`src/rtl/cam_cfg_pkg.sv`:
```
// rtl/cam_cfg_pkg.sv - shared types and constants for the camera config sequencer
package cam_cfg_pkg;

  localparam int DELAY_UNIT_DEF = 100000;

  typedef enum logic [3:0] {
    S_IDLE,
    S_FETCH,
    S_DECODE,
    S_SEND,
    S_RESP,
    S_WAIT,
    S_NEXT,
    S_DONE,
    S_ERROR
  } state_e;

  typedef enum logic [1:0] {
    E_WRITE,
    E_DELAY,
    E_END
  } entry_e;

  // A marker reg field selects delay or end; an all-ones value under the marker means end.
  function automatic entry_e classify(input logic reg_is_mark, input logic val_is_end);
    if (reg_is_mark && val_is_end) return E_END;
    if (reg_is_mark) return E_DELAY;
    return E_WRITE;
  endfunction

endpackage

```
`src/rtl/cam_cfg_delay_timer.sv`:
```
// rtl/cam_cfg_delay_timer.sv - loads value*unit and counts down; expired on the last tick
module cam_cfg_delay_timer #(
  parameter int VAL_W      = 8,
  parameter int DELAY_UNIT = 100000
) (
  input  logic             clk_i,
  input  logic             rst_i,
  input  logic             load_i,
  input  logic [VAL_W-1:0] value_i,
  output logic             expired_o
);

  localparam longint unsigned MAX_TICKS =
    64'(DELAY_UNIT) * ((64'd1 << VAL_W) - 64'd1);
  localparam int CNT_W = $clog2(MAX_TICKS + 64'd1);
  localparam logic [CNT_W-1:0] UNIT_C = CNT_W'(DELAY_UNIT);
  localparam logic [CNT_W-1:0] ONE_C  = CNT_W'(1);

  logic [CNT_W-1:0] cnt_q, cnt_d;

  always_comb begin
    cnt_d = cnt_q;
    if (load_i) begin
      cnt_d = CNT_W'(value_i) * UNIT_C;
    end else if (cnt_q != '0) begin
      cnt_d = cnt_q - ONE_C;
    end
  end

  always_ff @(posedge clk_i) begin
    if (rst_i) begin
      cnt_q <= '0;
    end else begin
      cnt_q <= cnt_d;
    end
  end

  // Flags the final cycle so a wait of N lasts exactly N cycles.
  assign expired_o = (cnt_q <= ONE_C);

endmodule

```
`src/rtl/cam_cfg_sequencer.sv`:
```
// rtl/cam_cfg_sequencer.sv - walks a {reg,val} config ROM and issues SCCB register writes
module cam_cfg_sequencer
  import cam_cfg_pkg::*;
#(
  parameter int                IDX_W      = 8,
  parameter int                REG_W      = 8,
  parameter int                VAL_W      = 8,
  parameter int                DELAY_UNIT = DELAY_UNIT_DEF,
  parameter int                MAX_RETRY  = 3,
  parameter logic [REG_W-1:0]  MARK_REG   = '1
) (
  input  logic                   clk_i,
  input  logic                   rst_i,
  input  logic                   start_i,
  output logic [IDX_W-1:0]       rom_addr_o,
  input  logic [REG_W+VAL_W-1:0] rom_data_i,
  output logic                   cmd_valid_o,
  input  logic                   cmd_ready_i,
  output logic [REG_W-1:0]       cmd_reg_o,
  output logic [VAL_W-1:0]       cmd_val_o,
  input  logic                   resp_valid_i,
  input  logic                   resp_nack_i,
  output logic                   busy_o,
  output logic                   done_o,
  output logic                   error_o,
  output logic [IDX_W-1:0]       err_index_o,
  output logic [IDX_W:0]         write_count_o
);

  localparam int RETRY_W = (MAX_RETRY > 0) ? $clog2(MAX_RETRY + 1) : 1;
  localparam logic [RETRY_W-1:0] RETRY_MAX = RETRY_W'(MAX_RETRY);
  localparam logic [RETRY_W-1:0] RETRY_ONE = RETRY_W'(1);
  localparam logic [IDX_W-1:0]   IDX_ONE   = IDX_W'(1);
  localparam logic [IDX_W:0]     WC_ONE    = (IDX_W + 1)'(1);

  state_e             state_q, state_d;
  logic [IDX_W-1:0]   idx_q, idx_d;
  logic [RETRY_W-1:0] retry_q, retry_d;
  logic [REG_W-1:0]   cmd_reg_q, cmd_reg_d;
  logic [VAL_W-1:0]   cmd_val_q, cmd_val_d;
  logic               done_q, done_d;
  logic               error_q, error_d;
  logic [IDX_W-1:0]   err_index_q, err_index_d;
  logic [IDX_W:0]     wc_q, wc_d;

  logic [REG_W-1:0] rom_reg;
  logic [VAL_W-1:0] rom_val;
  logic             timer_load;
  logic             timer_expired;

  assign rom_reg = rom_data_i[REG_W+VAL_W-1 -: REG_W];
  assign rom_val = rom_data_i[VAL_W-1:0];

  cam_cfg_delay_timer #(
    .VAL_W      (VAL_W),
    .DELAY_UNIT (DELAY_UNIT)
  ) u_delay_timer (
    .clk_i     (clk_i),
    .rst_i     (rst_i),
    .load_i    (timer_load),
    .value_i   (rom_val),
    .expired_o (timer_expired)
  );

  always_comb begin
    state_d     = state_q;
    idx_d       = idx_q;
    retry_d     = retry_q;
    cmd_reg_d   = cmd_reg_q;
    cmd_val_d   = cmd_val_q;
    done_d      = done_q;
    error_d     = error_q;
    err_index_d = err_index_q;
    wc_d        = wc_q;
    timer_load  = 1'b0;
    unique case (state_q)
      S_IDLE: begin
        if (start_i) begin
          idx_d   = '0;
          wc_d    = '0;
          done_d  = 1'b0;
          error_d = 1'b0;
          state_d = S_FETCH;
        end
      end
      S_FETCH: state_d = S_DECODE;
      S_DECODE: begin
        unique case (classify(rom_reg == MARK_REG, rom_val == '1))
          E_END: begin
            done_d  = 1'b1;
            state_d = S_DONE;
          end
          E_DELAY: begin
            if (rom_val == '0) begin
              state_d = S_NEXT;
            end else begin
              timer_load = 1'b1;
              state_d    = S_WAIT;
            end
          end
          default: begin
            cmd_reg_d = rom_reg;
            cmd_val_d = rom_val;
            retry_d   = '0;
            state_d   = S_SEND;
          end
        endcase
      end
      S_SEND: begin
        if (cmd_ready_i) state_d = S_RESP;
      end
      S_RESP: begin
        if (resp_valid_i) begin
          if (!resp_nack_i) begin
            wc_d    = wc_q + WC_ONE;
            state_d = S_NEXT;
          end else if (retry_q < RETRY_MAX) begin
            retry_d = retry_q + RETRY_ONE;
            state_d = S_SEND;
          end else begin
            error_d     = 1'b1;
            err_index_d = idx_q;
            state_d     = S_ERROR;
          end
        end
      end
      S_WAIT: begin
        if (timer_expired) state_d = S_NEXT;
      end
      // The last ROM slot ends the run rather than wrapping back to entry 0.
      S_NEXT: begin
        if (idx_q == '1) begin
          done_d  = 1'b1;
          state_d = S_DONE;
        end else begin
          idx_d   = idx_q + IDX_ONE;
          state_d = S_FETCH;
        end
      end
      S_DONE:  state_d = S_IDLE;
      S_ERROR: state_d = S_IDLE;
      default: state_d = S_IDLE;
    endcase
  end

  always_ff @(posedge clk_i) begin
    if (rst_i) begin
      state_q     <= S_IDLE;
      idx_q       <= '0;
      retry_q     <= '0;
      cmd_reg_q   <= '0;
      cmd_val_q   <= '0;
      done_q      <= 1'b0;
      error_q     <= 1'b0;
      err_index_q <= '0;
      wc_q        <= '0;
    end else begin
      state_q     <= state_d;
      idx_q       <= idx_d;
      retry_q     <= retry_d;
      cmd_reg_q   <= cmd_reg_d;
      cmd_val_q   <= cmd_val_d;
      done_q      <= done_d;
      error_q     <= error_d;
      err_index_q <= err_index_d;
      wc_q        <= wc_d;
    end
  end

  assign rom_addr_o    = idx_q;
  assign cmd_valid_o   = (state_q == S_SEND);
  assign cmd_reg_o     = cmd_reg_q;
  assign cmd_val_o     = cmd_val_q;
  assign busy_o        = (state_q != S_IDLE) && (state_q != S_DONE) && (state_q != S_ERROR);
  assign done_o        = done_q;
  assign error_o       = error_q;
  assign err_index_o   = err_index_q;
  assign write_count_o = wc_q;

endmodule

```
`config.mk`:
```
export PLATFORM = sky130hd
export DESIGN_NAME = cam_cfg_sequencer
export DESIGN_NICKNAME = d
export VERILOG_FILES = /design/src/rtl/cam_cfg_pkg.sv /design/src/rtl/cam_cfg_delay_timer.sv /design/src/rtl/cam_cfg_sequencer.sv
export SDC_FILE = /design/constraint.sdc
export NUM_CORES = 1
export LEC_CHECK = 0
export CAP_MARGIN = 5
export CORE_ASPECT_RATIO = 0.9
export CORE_UTILIZATION = 55
export CTS_CLUSTER_SIZE = 30
export DETAILED_ROUTE_END_ITERATION = 8
export GPL_TIMING_DRIVEN = 1
export PLACE_DENSITY = 0.92
export SETUP_SLACK_MARGIN = 0.3
export SYNTH_ARGS = -nofsm -noshare
export SYNTH_HDL_FRONTEND = slang
export SYNTH_SLANG_ARGS = --single-unit
```
`constraint.sdc`:
```
create_clock -name clk_i -period 9.2 [get_ports clk_i]
set_input_delay 1.38 -clock clk_i [delete_from_list [all_inputs] [get_ports clk_i]]
set_output_delay 1.38 -clock clk_i [all_outputs]
set_load 0.02 [all_outputs]
```
==> parameters.txt <==
Parameter                              Value

Routing
  Starting DRC count in detailed routing    224
  Post-detailed-route count of antenna-violating nets    0
  Vias    4590
  DR WL/cell    16.8 microns
  Average via count per standard cell    5.98
  Number of search-and-repair iterations in the first detailed-routing pass    5
  Number of design rule violations left after detail routing    0
  Drt total wl    12900 microns

Power
  Internal power    0.915 mW
  Part of the power in combinational logic    0.557
  Total net switching power    0.781 mW
  Maximum VDD drop    0.125 mV
  Cell Pwr Density    282 mW/mm^2
  Sequential group share of total power    0.284
  LEAKAGE    2.48 nW
  Part of the total power dissipated in the clock network    0.159
  Net switching share of the total power    0.461

Timing
  Fin crit share    0.560
  Setup-violating endpoint count in the final report    0
  Worst Hold Slack    0.464 ns
  Sum of negative setup slack    0 ns
  Clock skew after layout    0.0177 ns
  RSZ-0062 raised after global routing    no
  Final WS setup    4.04 ns
  Final Critical Period    5.16 ns
  Number of slew-limit violations in the final report    0
  Final Hold Vio Count    0
  Worst slew margin relative to its limit    0.371
  Slew of the pin with the lowest slew margin    0.944 ns
  Maximum achievable frequency    194 MHz

Final layout
  Filler cells    629
  Final core utilization    0.686
  Most frequent cells in the layout    81 x nor2_1, 74 x dfxtp_1, 65 x clkdlybuf4s50_1
  Area growth from synthesis to final layout    18.2%
  Final Cell Area    0.00602 sq mm
  Commonest non-fill, non-tap cell in the layout    nor2_1
  Diodes inserted    0
  Nets    741
  Ratio of cells with drive above 1 in the final layout    0.0539

Worst setup path
  Maximum fanout count along the critical path    6
  Kind of critical path    input port to register
  Element type at the critical path end    register
  Critical Path RT    9.44 ns
  Data arrival, critical path    5.39 ns
  Kind of start point of the critical path    input port

Clocking
  Post-CTS Hold Fix Bufs    0
  Total number of H-tree levels    3
  Total CTS buffers    9
  CTS resizes    0
  Number of setup buffers added after CTS    0
  Buffer levels on the longest clock path    2
  Clock insertion delay at the later pin of the skew report    0.36 ns
  Root buffer cell    clkbuf_8
  Number of clock sinks seen by CTS    74
  Clock input transition at the sequential cells of the worst setup and hold paths    0.09 ns
  Clock tree from TritonCTS    done

Yosys
  Post-Syn Instances    585
  Share of the synthesized area in compound gates (AO/OA/AOI/OAI)    0.156
  Simple-Gate Fraction of Synth Area    0.220
  Number of synthesized flops with an enable pin    0
  Xor and xnor area share after synthesis    0.0671
  Post-synth net total    682
  Cell types occupying the most area after synthesis    dfxtp_1 29%, ha_1 15%, nor2_1 6.0%
  Warnings, synthesis    0
  Share of synthesized area occupied by flip-flops and latches    0.291
  Adder-Cell Fraction of Synth Area    0.202
  Flop and latch count out of synthesis    74
  Cell accounting for the most synthesized area    dfxtp_1
  Per-instance average area after synthesis    8.70 sq um
  Fraction of post-synthesis cell area in the top cell type by area    0.291
  Post-synth top flop    dfxtp_1
  Largest family of logic cells by synthesized area    simple AND/OR/NAND/NOR gates
  Number of different library cells in the post-synthesis netlist    65
  Multiplexer share of the synthesized area    0.0278
  Post-synthesis instance area    0.00509 sq mm
  Share of async-settable or async-resettable flops after synthesis    0

Floorplan
  Starting Density    0.580
  DIE WIDTH    103 microns
  Area enclosed by the die boundary    0.00964 sq mm
  Boundary pin count    67
  Die span in y    93.2 microns
  Std-Cell Rows    32
  Core Region    0.00877 sq mm

Placement
  HPWL after DPL    9700 microns
  Final RePlAce weighted congestion    0.922
  Standard cell area after detailed placement    0.00581 sq mm
  Port buffer count    66
  Pre-CTS setup slack    3.69 ns

Global route
  Pin count of the biggest net entering global routing    52
  Vias in the first global route    4480
  Wire length of the first global-routing pass    21300 microns
  GRT Util Overall    0.283
  Total global routing overflow    0
  Initial antenna violation count    0

Flow run
  Max-cap violations    0

Hold path
  Worst hold path type    register to register

Status
  Status    completed
-- cells in the mapped netlist, drive strengths merged, types with 4 or more instances --
| master | instances |
|---|---|
| buf | 8 |
| nand2b | 10 |
| a21o | 5 |
| or3 | 5 |
| a21oi | 39 |
| a31oi | 6 |
| fa | 12 |
| nor2 | 82 |
| nand4 | 14 |
| o31ai | 4 |
| clkbuf | 11 |
| xor2 | 18 |
| a211oi | 17 |
| ha | 63 |
| and4 | 4 |
| a2111oi | 4 |
| xnor2 | 21 |
| dfxtp | 74 |
| nand3 | 13 |
| and2 | 5 |
| nor2b | 5 |
| o21ai | 20 |
| nor3 | 15 |
| nand2 | 46 |
| nand3b | 6 |
| nor4 | 5 |
| inv | 24 |
| mux2i | 13 |
| and3 | 7 |
-- worst paths after layout --
check	start	endpoint	slack (ns)	depth (start not counted)
max reg2reg	state_q[1]	u_delay_timer.cnt_q[15]	6.59	6
min	cmd_reg_o[5]	cmd_reg_o[5]	0.46	2
max	rom_data_i[2]	u_delay_timer.cnt_q[23]	4.04	14
min reg2reg	cmd_reg_o[5]	cmd_reg_o[5]	0.46	2
-- routing by layer --
metal | up-vias | part of all wire | GRT usage
met3 | 36 | 0.064 | 0.0501
li1 | 2204 | - | -
met1 | 2143 | 0.43 | 0.363
met5 | - | 0 | 0
met4 | 0 | 0.025 | 0.0962
met2 | 207 | 0.48 | 0.476
-- state kept, by name, summed over array words and instances (netlist names) --
signal / count
u_delay_timer.cnt_q: 25
write_count_o: 9
cmd_reg_o: 8
cmd_val_o: 8
err_index_o: 8
rom_addr_o: 8
state_q: 4
retry_q: 2
done_o: 1
error_o: 1
-- power by group through the flow --
| stage | sequential (mW) | clock, mW | combinational (mW) |
|---|---|---|---|
| 3_3_place_gp | 0.476 | 0 | 0.885 |
| 3_5_place_dp | 0.483 | 0 | 0.919 |
| 2_1_floorplan | 0.489 | 0 | 0.711 |
| 6_report | 0.482 | 0.269 | 0.945 |
| 4_1_cts | 0.477 | 0.270 | 0.934 |
| 5_1_grt | 0.489 | 0.284 | 1.05 |
-- area by class of cell --
| type | instances | area, sq um | area share |
|---|---|---|---|
| clock buffers | 9 | 124 | 0.0206 |
| clock inverters | 7 | 82.6 | 0.0137 |
| inverters | 24 | 90.1 | 0.0150 |
| multi-input cells | 468 | 3430 | 0.569 |
| flip-flops and latches | 74 | 1480 | 0.246 |
| well taps | 119 | 149 | 0.0248 |
| repair buffers | 67 | 663 | 0.110 |
-- per-stage QoR --
step	total power, mW	instances
after floorplan	1.20	585
after global placement	1.36	752
after detailed placement	1.40	752
after CTS	1.68	768
after global routing	1.82	768
final	1.70	768
-- kinds of logic (layout without fill, tap and decap cells) --
logic type	Yosys count	after routing
AND/OR/NAND/NOR	224	224
buffers and inverters	43	107
multiplexers	14	14
XOR/XNOR	39	39
flip-flops	74	74
AO/OA/AOI/OAI	116	116
adder cells (fa/ha/maj)	75	75
-- critical path: stages --
cell	delay, ns
clkdlybuf4s50_1	0.53
ha_1	0.37
ha_1	0.29
inv_1	0.05
fa_1	0.50
inv_1	0.06
fa_1	0.47
ha_1	0.35
nor2b_1	0.17
o31a_1	0.29
o22ai_2	0.20
o21ai_0	0.17
and3_1	0.21
a2111oi_1	0.34
Power figures use the tool's default switching activity.
